--- config.mk ---
export PLATFORM = sky130hd
export DESIGN_NAME = branch_resolve_unit
export DESIGN_NICKNAME = d
export VERILOG_FILES = /design/src/rtl/branch_pkg.sv /design/src/rtl/branch_cmp.sv /design/src/rtl/branch_resolve_unit.sv
export SDC_FILE = /design/constraint.sdc
export NUM_CORES = 1
export LEC_CHECK = 0
export BUFFER_PORTS_ARGS = -buffer_cell sky130_fd_sc_hd__buf_2
export CAP_MARGIN = 0
export CORE_MARGIN = 8
export CORE_UTILIZATION = 59
export CTS_BUF_LIST = sky130_fd_sc_hd__clkbuf_4
export DETAILED_ROUTE_END_ITERATION = 7
export GPL_TIMING_DRIVEN = 0
export PLACE_DENSITY = 0.95
export SETUP_SLACK_MARGIN = 0.05
export SKIP_CTS_REPAIR_TIMING = 1
export SYNTH_ARGS = -nofsm -noshare
export SYNTH_HDL_FRONTEND = slang
export SYNTH_SLANG_ARGS = --single-unit
--- constraint.sdc ---
create_clock -name clk -period 11.3 [get_ports clk]
set_input_delay 2.26 -clock clk [delete_from_list [all_inputs] [get_ports clk]]
set_output_delay 2.26 -clock clk [all_outputs]
set_load 0.005 [all_outputs]
--- src/rtl/branch_pkg.sv ---
// Shared types and constants for the EX-stage branch resolution logic.
`ifndef DATA_WID
`define DATA_WID 32
`endif

package branch_pkg;

  typedef enum logic [2:0] {
    BEQ  = 3'b000,
    BNE  = 3'b001,
    BLT  = 3'b100,
    BGE  = 3'b101,
    BLTU = 3'b110,
    BGEU = 3'b111
  } funct3_e;

  typedef enum logic {
    RUN    = 1'b0,
    SQUASH = 1'b1
  } br_state_e;

  typedef struct packed {
    logic [`DATA_WID-1:0] pc;
    logic                 predict;
    logic                 actual;
    logic                 branch;
  } br_update_t;

  localparam int SQUASH_CNT_W = 3;

endpackage

--- src/rtl/branch_cmp.sv ---
// Combinational branch condition evaluator; funct3 codes 010/011 resolve as not taken.
`ifndef DATA_WID
`define DATA_WID 32
`endif

module branch_cmp
  import branch_pkg::*;
(
  input  logic [2:0]           funct3,
  input  logic [`DATA_WID-1:0] rs1,
  input  logic [`DATA_WID-1:0] rs2,
  output logic                 cmp
);

  logic signed [`DATA_WID-1:0] rs1_s;
  logic signed [`DATA_WID-1:0] rs2_s;

  assign rs1_s = rs1;
  assign rs2_s = rs2;

  always_comb begin
    cmp = 1'b0;
    case (funct3)
      BEQ:     cmp = (rs1 == rs2);
      BNE:     cmp = (rs1 != rs2);
      BLT:     cmp = (rs1_s <  rs2_s);
      BGE:     cmp = (rs1_s >= rs2_s);
      BLTU:    cmp = (rs1 <  rs2);
      BGEU:    cmp = (rs1 >= rs2);
      default: cmp = 1'b0;
    endcase
  end

endmodule

--- src/rtl/branch_resolve_unit.sv ---
// EX-stage branch resolution: predictor feedback, redirect and wrong-path squash.
// Optional statistics counters are built only when BRANCH_STAT_EN is defined.
`ifndef DATA_WID
`define DATA_WID 32
`endif

module branch_resolve_unit
  import branch_pkg::*;
#(
  parameter int                   SQUASH_CYCLES = 2,
  parameter logic [`DATA_WID-1:0] PC_ALIGN_MASK = 32'hFFFF_FFFE
) (
  input  logic                 clk,
  input  logic                 rst,
  input  logic                 ex_valid,
  input  logic                 stall,
  input  logic                 branch,
  input  logic                 ujtype,
  input  logic                 jalr,
  input  logic [2:0]           funct3,
  input  logic [`DATA_WID-1:0] rs1_data,
  input  logic [`DATA_WID-1:0] rs2_data,
  input  logic [`DATA_WID-1:0] pc,
  input  logic [`DATA_WID-1:0] imm,
  input  logic                 predict,
  output logic [`DATA_WID-1:0] old_pc,
  output logic                 old_predict,
  output logic                 old_actual,
  output logic                 old_branch,
  output logic                 redirect_valid,
  output logic [`DATA_WID-1:0] redirect_pc,
  output logic [31:0]          branch_cnt,
  output logic [31:0]          mispredict_cnt
);

  br_state_e                state;
  br_state_e                state_nxt;
  logic [SQUASH_CNT_W-1:0]  cnt;
  logic [SQUASH_CNT_W-1:0]  cnt_nxt;

  logic                     cmp;
  logic                     accept;
  logic                     rec;
  logic                     is_jalr;
  logic                     actual;
  logic                     jalr_miss;
  logic                     mispredict;
  logic [`DATA_WID-1:0]     seq_tgt;
  logic [`DATA_WID-1:0]     jalr_tgt;
  logic [`DATA_WID-1:0]     taken_tgt;
  logic [`DATA_WID-1:0]     fall_tgt;
  br_update_t               upd_p0;

  br_update_t               upd_p1;
  logic                     redirect_valid_p1;
  logic [`DATA_WID-1:0]     redirect_pc_p1;

  branch_cmp u_cmp (
    .funct3 (funct3),
    .rs1    (rs1_data),
    .rs2    (rs2_data),
    .cmp    (cmp)
  );

  // Stage 0: resolve outcome, targets and mispredict from live EX operands
  assign accept    = ex_valid && !stall && (state == RUN);
  assign rec       = accept && (branch || ujtype);
  assign is_jalr   = ujtype && jalr;
  assign actual    = branch ? cmp : ujtype;
  assign seq_tgt   = pc + imm;
  assign jalr_tgt  = (rs1_data + imm) & PC_ALIGN_MASK;
  assign taken_tgt = is_jalr ? jalr_tgt : seq_tgt;
  assign fall_tgt  = pc + `DATA_WID'(4);
  // A predicted-taken jalr whose BTB target (pc+imm) is wrong must still flush the predictor.
  assign jalr_miss  = is_jalr && predict && (seq_tgt != jalr_tgt);
  assign mispredict = branch ? (predict != actual) : (!predict || jalr_miss);

  always_comb begin
    upd_p0         = '0;
    upd_p0.pc      = pc;
    upd_p0.predict = jalr_miss ? 1'b0 : predict;
    upd_p0.actual  = jalr_miss ? 1'b1 : actual;
    upd_p0.branch  = branch;
  end

  always_comb begin
    state_nxt = state;
    cnt_nxt   = cnt;
    case (state)
      RUN: begin
        if (rec && mispredict) begin
          state_nxt = SQUASH;
          cnt_nxt   = SQUASH_CNT_W'(SQUASH_CYCLES - 1);
        end
      end
      SQUASH: begin
        if (!stall) begin
          if (cnt == '0) state_nxt = RUN;
          else           cnt_nxt   = cnt - SQUASH_CNT_W'(1);
        end
      end
      default: state_nxt = RUN;
    endcase
  end

  // Stage 1: registered predictor feedback and redirect
  always_ff @(posedge clk) begin
    if (!rst) begin
      state             <= RUN;
      cnt               <= '0;
      upd_p1            <= '0;
      redirect_valid_p1 <= 1'b0;
      redirect_pc_p1    <= '0;
    end else begin
      state <= state_nxt;
      cnt   <= cnt_nxt;
      if (rec) begin
        upd_p1            <= upd_p0;
        redirect_valid_p1 <= mispredict;
        redirect_pc_p1    <= actual ? taken_tgt : fall_tgt;
      end else begin
        upd_p1.predict    <= 1'b0;
        upd_p1.actual     <= 1'b0;
        upd_p1.branch     <= 1'b0;
        redirect_valid_p1 <= 1'b0;
      end
    end
  end

  assign old_pc         = upd_p1.pc;
  assign old_predict    = upd_p1.predict;
  assign old_actual     = upd_p1.actual;
  assign old_branch     = upd_p1.branch;
  assign redirect_valid = redirect_valid_p1;
  assign redirect_pc    = redirect_pc_p1;

`ifdef BRANCH_STAT_EN
  logic [31:0] branch_cnt_p1;
  logic [31:0] mispredict_cnt_p1;

  always_ff @(posedge clk) begin
    if (!rst) begin
      branch_cnt_p1     <= '0;
      mispredict_cnt_p1 <= '0;
    end else begin
      if (rec)               branch_cnt_p1     <= branch_cnt_p1 + 32'd1;
      if (rec && mispredict) mispredict_cnt_p1 <= mispredict_cnt_p1 + 32'd1;
    end
  end

  assign branch_cnt     = branch_cnt_p1;
  assign mispredict_cnt = mispredict_cnt_p1;
`else
  assign branch_cnt     = '0;
  assign mispredict_cnt = '0;
`endif

endmodule
==> impl.org, run 1 <==
** Placed design
- Number of buffer cells added on primary ports :: 204
- Post-placement worst setup slack :: 4.66 ns
- Final estimated routing congestion in global placement :: 0.968
- Total half-perimeter wirelength after legalization and detailed placement :: 26.6 mm
- After detailed placement, the design holds a cell count of about 1,700.

** Setup path
- The worst setup path is captured at a register.
- Standard cell with the maximum stage delay on the critical path :: sky130_fd_sc_hd__a31oi_1
- In this run the critical register-to-register path is captured at old_pc[30]$_SDFFE_PN0P_.
- In this run the worst path has a maximum fanout of 10.
- The signal on the critical path passes through buf_2 -> ha_1 -> nand4_1 -> nand2b_1 -> nor4_1 -> o311a_1 -> a211oi_1 -> xnor2_1 -> or3_1 -> a31oi_1 -> nor2_1 -> clkbuf_1 -> clkbuf_1 -> o211ai_1 -> a21boi_0.
- For the worst setup path, the data required time is 11.60 ns.
- The worst setup path is launched from an input port.
- Dominant cell type by count on the critical path :: sky130_fd_sc_hd__clkbuf_1
- Worst flop-to-flop path startpoint :: state$_SDFF_PN0_
- Across all register-to-register paths, the minimum setup slack is 8.92 ns.
- By startpoint and endpoint, the worst setup path is classified as in -> reg.
- R2R depth :: 7
- CP peak stage delay :: between 0.6 and 0.7 ns
- Arrival time at the worst endpoint :: 6.59 ns

** CTS
- Clock insertion delay at the later pin of the skew report :: 0.42 ns
- TritonCTS built the clock tree.
- The longest clock path from root to sink contains 2 buffers.
- Buffers inserted during clock tree synthesis total 9.
- Number of sinks on the clock net :: 72
- Clock-pin slew was measured on the worst setup and hold paths at 0.12 ns.
- Total number of H-tree levels :: 3
- Clock root buffer :: sky130_fd_sc_hd__clkbuf_4

** Logic synthesis
- The synthesized design contains 72 register bits.
- The synthesized netlist occupies a cell area of ~9000 sq um.
- Syn_area_per_cell :: 7.33 sq um
- For this run, the leading register cell type out of synthesis is sky130_fd_sc_hd__dfxtp_1.
- Sequential cells were found to cover 16.0% of the synthesized design area.
- YS warnings :: 0
- Counting every instance in the synthesized netlist gives 1,230.
- Number of synthesized flops with an enable pin :: 0
- The netlist uses about 70 different library cells.
- After synthesis, the share of flip-flops with an asynchronous set or reset is 0%.

** Floorplanning
- The die is 140 microns tall.
- Die span in x :: 140 microns
- Initial core utilization :: 59.8%
- I/O pin count :: between 200 and 300
- The die covers around 19,000 sq um.
- The floorplan has 45 rows.
- Total core area :: 15,100 sq um

** Global route
- The first global-routing pass estimated 48.0 mm of wire.
- Number of global-route vias before repair :: 9,623
- Summed over all layers, the global routing overflow is 0.
- The initial antenna violation count was 2.
- Across every metal layer, demand over resource in global routing totals 30.1%.
- Pin count of the biggest net entering global routing :: 13

** Flow run
- Across the run, the number of max-cap violations was 0.

** STA
- Setup repair after global routing missed its margin :: false
- Count of endpoints failing setup in the final report :: 0
- Least setup slack across all paths after layout :: about 5 ns
- Setup total negative slack on the finished layout was measured at 0 ns.
- The final max-slew violation count was 0.
- Hold Vio Cnt, Final :: 0
- Final critical-path required period :: 6.29 ns
- Dividing the final minimum period by the clock period gives 55.7%.
- Worst-case headroom to the max-slew limit :: 30.5%
- For the pin with the worst max-slew slack, the measured transition is 1.02 ns.
- For this run, the top clock speed supported by timing is 159 MHz.
- Final hold analysis gives a worst-case slack of 0.468 ns.
- Clock Skew :: 0.0146 ns

** Route
- Residual antenna-violating net count after detailed routing :: 0
- Wires add up to slightly above 30 mm.
- Via total after detailed routing :: 10,100
- Initial DRT Pass Iterations :: 7
- After detailed routing, the number of vias per cell comes to 5.93.
- In the final routed layout, each cell accounts on average for 18.0 microns.
- Post-route DRC violation count :: 0
- Number of violations reported at the end of detailed-routing iteration 0 :: 893

** Cells and area
- Net count of the finished layout :: roughly 1,700
- From synthesis to final layout, the design area changed by 18.0%.
- Count of non-filler cells in the finished layout :: 1,703
- The post-route netlist has 19.6% of its cells at a drive strength greater than 1.

** Run status
- Result of the run :: complete, no violations

** Min path
- The worst hold path terminates at old_pc[16]$_SDFFE_PN0P_.
- In this run the most critical hold path is launched from old_pc[16]$_SDFFE_PN0P_.
- Worst hold path stage count :: 2
- Worst hold path class :: reg -> reg

** Power and ir drop
- Worst IR Drop VDD :: 0.0560 mV
- Total power :: 929 uW
- Power spread over the standard cell area amounts to 87.3 nW/um^2.
- Cell leakage power :: 0.00508 uW
## cells in the final DEF, fill, tap and decap left out, drive strengths merged, types with 5 or more instances in the layout
cell type  instances
xnor2             55
a21boi            66
nor4              10
nand2            213
and3              13
inv               52
a21o              23
a221oi             5
nor2              53
nor2b              5
nand3             34
a21oi             83
and4               6
conb              64
nor3              17
nand4             35
a211oi             8
buf              268
a31oi             10
or3               14
ha                96
dfxtp             72
xor2              49
o21bai             5
o21ai             59
clkbuf            56
nand2b             7
o211ai            54
o31ai              5
and2              10
## synthesized netlist by cell type (all sizes together) (47+ instances only)
master | number | share of area, %
o211ai | 54 | 4.5
buf | 64 | 5.3
xnor2 | 55 | 5.3
nor2 | 53 | 2.2
o21ai | 59 | 3.3
nand2 | 213 | 8.9
a21oi | 83 | 4.6
inv | 52 | 2.2
ha | 96 | 13
a21boi | 66 | 5.5
dfxtp | 72 | 16
xor2 | 49 | 4.8
clkbuf | 47 | 2.0
## final cells by class
cell class | instances | area, sq um
diodes | 2 | 5.00
inverters | 52 | 195
plain buffers | 111 | 657
clock buffers | 9 | 67.6
well taps | 188 | 235
multi-input cells | 1058 | 6960
flip-flops and latches | 72 | 1440
clock inverters | 7 | 62.6
repair buffers | 204 | 1020
fillers | 1261 | 4440
## power by group
group          switching (uW)  internal (uW)  total, uW
combinational             299            201        500
sequential               7.09            267        274
clock                    90.4           65.1        156
## flip-flops by register name, indices dropped and copies added (netlist names)
register	cells
old_pc	32
cnt	3
redirect_pc	32
redirect_valid	1
old_branch	1
old_predict	1
old_actual	1
state	1
## worst max-delay path: cells and delay by family
| family | cells | cell delay, ns |
|---|---|---|
| and+or+nand+nor | 5 | 1.46 |
| AOI/OAI and AO/OA | 5 | 1.46 |
| buffers and inverters | 3 | 0.81 |
| adders and majority gates | 1 | 0.41 |
| xor gates and xnor gates | 1 | 0.18 |
## per-layer routing
layer	up-vias	wire length, microns	track usage (%)
met5	-	0	0
met4	0	1080	12.0
met3	79	3170	6.67
met2	541	13900	49.9
met1	4594	12600	37.2
li1	4885	-	-
## per-stage QoR
step	instance area [sq um]	util (%)
after floorplan	9260	-
after global placement	10500	69.7
after detailed placement	10500	69.7
after CTS	10600	70.5
after global routing	10600	70.6
final	10600	70.6
## kinds of logic (layout without fill, tap and decap cells)
| group | count (synthesis) | after routing | synth area share (%) |
|---|---|---|---|
| AND/OR/NAND/NOR | 427 | 427 | 22.1 |
| AO/OA/AOI/OAI | 360 | 360 | 27.2 |
| flip-flops | 72 | 72 | 16.0 |
| buffers and inverters | 163 | 383 | 9.45 |
| other | 1 | 66 | 0.0416 |
| XOR/XNOR | 109 | 109 | 11.4 |
| adder cells (fa/ha/maj) | 98 | 98 | 13.8 |
## worst max path at each step
stage | start | to | slack (ns) | cells after the start
detailed placement | rs1_data[31] | redirect_pc[30]$_SDFFE_PN0P_ | 4.66 | 15
global route | rs1_data[31] | redirect_pc[29]$_SDFFE_PN0P_ | 4.88 | 15
finish | rs1_data[31] | redirect_pc[30]$_SDFFE_PN0P_ | 5.01 | 15
CTS | rs1_data[31] | redirect_pc[30]$_SDFFE_PN0P_ | 5.09 | 15
global placement | rs1_data[31] | redirect_pc[30]$_SDFFE_PN0P_ | 4.66 | 15
floorplan | pc[0] | cnt[2]$_SDFFE_PN0P_ | 5.69 | 14
(Power assumes the default switching activity.)
==> inputs of run 2 (changes only) <==
- ABC_AREA: unset -> 1
- CORE_UTILIZATION: 59 -> 57
- clock period: 11.3 -> 6.1 ns (I/O delays scaled with it)
==> impl.org, run 2 <==
** STA
- Setup repair after global routing left no endpoint under its margin.
- Worst-case headroom to the max-slew limit :: 48.8% (+18 points)
- The slew at the pin with the worst max-slew slack was 0.769 ns (-0.247 ns).
- Post-route clock period utilization :: approximately 67%
- The post-route setup TNS was 0 ns (unchanged).
- Count of endpoints failing setup in the final report :: 0 (unchanged)
- Clock Skew :: 0.0109 ns (-0.00368 ns)
- Hold Vio Cnt, Final :: 0 (unchanged)
- Slew Viols, Final :: 0 (unchanged)
- Highest Clock Rate :: 246 MHz
- Final critical-path required period :: between 4 and 5 ns

** Setup path
- The worst setup path is launched from an input port.
- Setup Crit Path Kind :: in -> reg
- Setup crit end kind :: register
- Dominant cell type by count on the critical path :: sky130_fd_sc_hd__nand2_1
- The critical path depth is 24 (+9).
- The required time of the critical path is 6.42 ns (-5.18 ns).
- In this design, the largest share of critical-path delay is due to simple AND/OR/NAND/NOR gates.
- The peak per-stage delay on the critical path is 0.48 ns (-0.19 ns).
- Standard cell with the maximum stage delay on the critical path :: sky130_fd_sc_hd__fa_1
- The worst path buffer plus inverter count is 2 (-1).
- Largest fanout on the critical path :: 6 (-4)
- The data arrival time of the critical path came to 4.39 ns (-2.20 ns).
- R2R depth :: 6 (-1)
- Traced cell by cell, the critical path runs through buf_2 -> nand2_1 -> inv_1 -> fa_1 -> nand3_1 -> nand3_1 -> nand3_1 -> nand3_1 -> nand2_1 -> nand2_1 -> nand2_1 -> nand2_1 -> nand2_1 -> nand2_1 -> nor2_1 -> nand2_1 -> nor2_1 -> nand3_1 -> nand3_2 -> nand2_2 -> nand2_2 -> nand2_2 -> a21oi_1 -> nor2_1.

** CTS
- TritonCTS built the clock tree.
- TritonCTS buffer count :: 9 (unchanged)
- Clock transition at the register clock pins on the worst setup and hold paths after CTS :: 0.11 ns (about the same)
- The maximum level of the CTS H-tree is 3 (unchanged).
- The latest clock arrival within the worst-skew pair came to 0.42 ns (about the same).
- Clock root buffer :: sky130_fd_sc_hd__clkbuf_4
- Number of sinks on the clock net :: 72 (unchanged)
- Buffer levels on the longest clock path :: 2 (unchanged)

** Power and ir drop
- The cell leakage power is 0.00794 uW (+56%).
- The maximum ir drop on the vdd rail is 0.130 mV (+130%).
- The power per unit of standard cell area was 154 nW/um^2 (+76%).

** Global route
- The global routing met3 resource utilization is 3.77% (-2.9 points).
- Antenna violations before repair :: 3 (+1)
- The remaining global-route overflow is 0 (unchanged).
- The via count of the first global-routing pass is 12,600 (+31%).
- Met2 track demand over resource :: 56.4% (+6.5 points)
- The met1 track demand over resource in global routing was 40.1% (+2.9 points).
- The maximum number of pins on one net before global-route repair is 12 (-1).
- The first-pass GRT wire length is 63.2 mm (+32%).
- GRT Util Overall :: 33.0% (+2.9 points)
- After global routing, the most crowded layer is met2.

** Cells and area
- Count of non-filler cells in the finished layout :: 2,578 (+51%)
- The area growth from synthesis to layout is 15.8%.
- Count of fill cells added during filler insertion :: 1,819 (+44%)
- In the layout the commonest cells are sky130_fd_sc_hd__nand2_1, sky130_fd_sc_hd__inv_1, sky130_fd_sc_hd__buf_2.
- Net count of the finished layout :: 2,542 (+46%)
- The fraction of final layout cells sized beyond drive strength 1 is 15.8% (-3.7 points).
- Leaving out fill and tap cells, the most frequent cell in the layout is sky130_fd_sc_hd__nand2_1.
- The fraction of the core area covered by cells at the end of the flow is 66.8% (-3.7 points).

** Placed design
- Final estimated routing congestion in global placement :: 0.975 (+0.77%)
- The HPWL after detailed placement came to 35.7 mm (+34%).
- Placed cell count :: 2,559 (+52%)
- Number of buffer cells added on primary ports :: 205 (+0.49%)

** Flow run
- The number of violations of the max-capacitance limit came to 0 (unchanged).

** Logic synthesis
- Most frequently used flop master after synthesis :: sky130_fd_sc_hd__dfxtp_1
- The post-synthesis register bit count came to 72 (unchanged).
- Seq/Total Area, Yosys :: 12.9% (-3.1 points)
- The Yosys warning count came to 0 (unchanged).
- The area share of the leading cell type in the synthesized netlist came to 25.8% (+9.8 points).
- Synth area leader :: sky130_fd_sc_hd__nand2_1
- The number of distinct standard cells referenced by the synthesized netlist is 41 (-43%).
- Count leader, synth :: sky130_fd_sc_hd__nand2_1
- The proportion of synthesized flip-flops having asynchronous set or reset was 0% (unchanged).
- Syn_area_per_cell :: 5.51 sq um (-25%)
- The mapped cell area is 11,200 sq um (+24%).
- Number of synthesized flops with an enable pin :: 0 (unchanged)
- Ranked by total cell area, the synthesized netlist is headed by sky130_fd_sc_hd__nand2_1, sky130_fd_sc_hd__dfxtp_1, sky130_fd_sc_hd__inv_1.
- By count the netlist is led by sky130_fd_sc_hd__nand2_1, sky130_fd_sc_hd__inv_1, sky130_fd_sc_hd__nor2_1.
- Post-synthesis cell count :: 2,026 (+65%)

** Route
- The remaining design rule violation count is 0 (unchanged).
- The number of routed nets with antenna violations was 0 (unchanged).
- Vias/cell :: 5.23 (-12%)
- Total Wirelength :: 41.4 mm (+35%)
- Initial DRT Pass Iterations :: 7 (unchanged)
- Detailed-route wire length per cell :: 16.1 microns (-11%)
- Via total after detailed routing :: 13,500 (+34%)
- Number of violations reported at the end of detailed-routing iteration 0 :: 943 (+5.6%)

** Floorplanning
- Initial core utilization :: 57.7% (-2.1 points)
- The die footprint came to 24,300 sq um (+25%).
- The overall die height is 156 microns (+12%).
- Total core area :: 19,300 sq um (+28%)
- The I/O pin total came to 271 (unchanged).
- Die span in x :: 156 microns (+12%)
- The standard-cell row count is 51 (+13%).

** Min path
- Worst hold path class :: reg -> reg
- The hold path depth came to 2 (unchanged).

** Run status
- Result of the run :: complete, no violations
run 2: cell types whose count changed after synthesis, sizes merged, moves of 18 or more:
cell | previous run | this run
nand2 | 213 | 787
a21o | 23 | 1
xnor2 | 55 | 23
xor2 | 49 | 30
a21boi | 66 | 0
nand4 | 35 | 17
nor2 | 53 | 157
inv | 52 | 354
clkbuf | 47 | 24
nand3 | 34 | 136
run 2: logic make-up (layout without fill, tap and decap cells):
group / Yosys count / count (layout) / synth area share (%)
flip-flops: 72 / 72 / 12.9
buffers and inverters: 450 / 671 / 17.6
other: 1 / 67 / 0.0336
AND/OR/NAND/NOR: 1138 / 1138 / 42.7
XOR/XNOR: 53 / 53 / 4.16
adder cells (fa/ha/maj): 98 / 98 / 11.1
AO/OA/AOI/OAI: 214 / 214 / 11.5
run 2: worst paths after layout:
kind	start	end	slack, ns
worst min-delay path	redirect_pc[2]$_SDFFE_PN0P_	redirect_pc[2]$_SDFFE_PN0P_	0.47
worst max-delay path	imm[0]	cnt[2]$_SDFFE_PN0P_	2.03
worst min register to register	redirect_pc[2]$_SDFFE_PN0P_	redirect_pc[2]$_SDFFE_PN0P_	0.47
worst max register to register	state$_SDFF_PN0_	redirect_pc[27]$_SDFFE_PN0P_	3.71
run 2: power by group:
| group | switching, uW | internal [uW] | leakage [uW] | total [uW] |
|---|---|---|---|---|
| clock | 160 | 179 | 0.0000890 | 338 |
| combinational | 736 | 389 | 0.00726 | 1120 |
| sequential | 18.8 | 503 | 0.000589 | 522 |
| total | 914 | 1070 | 0.00794 | 1980 |
run 2: layout make-up:
| type | instances | area (sq um) | share of cell area [%] |
|---|---|---|---|
| plain buffers | 96 | 636 | 4.92 |
| flip-flops and latches | 72 | 1440 | 11.2 |
| diodes | 3 | 7.51 | 0.0581 |
| repair buffers | 205 | 1030 | 7.94 |
| inverters | 354 | 1330 | 10.3 |
| well taps | 265 | 332 | 2.57 |
| clock inverters | 4 | 68.8 | 0.533 |
| multi-input cells | 1567 | 7990 | 61.8 |
| clock buffers | 12 | 90.1 | 0.697 |
run 2: through the flow:
stage / area [sq um] / total power, uW / setup slack [ns] / hold slack [ns]
finish: 12900 / 1980 / 2.03 / 0.474
global route: 12900 / 2140 / 1.85 / 0.490
CTS: 12900 / 1950 / 2.12 / 0.472
detailed placement: 12800 / 1620 / 1.72 / 0.454
global placement: 12800 / 1590 / 1.77 / 0.448
floorplan: 11400 / 1280 / 2.56 / 0.452
run 2: metal layers:
layer | vias to the layer above | wire length (microns) | share of wire (%)
met4 | 0 | 1920 | 4.6
met1 | 5945 | 17000 | 41
met5 | - | 0 | 0
met3 | 129 | 3570 | 8.6
li1 | 6759 | - | -
met2 | 655 | 18900 | 46
run 2: worst register-to-register path, stage by stage, from the launching register on:
cell	delay (ns)
sky130_fd_sc_hd__dfxtp_1	0.38
sky130_fd_sc_hd__nor2_1	0.12
sky130_fd_sc_hd__nand2_1	0.06
sky130_fd_sc_hd__nor2_1	0.55
sky130_fd_sc_hd__clkbuf_1	0.38
sky130_fd_sc_hd__clkbuf_1	0.58
sky130_fd_sc_hd__a31oi_1	0.18
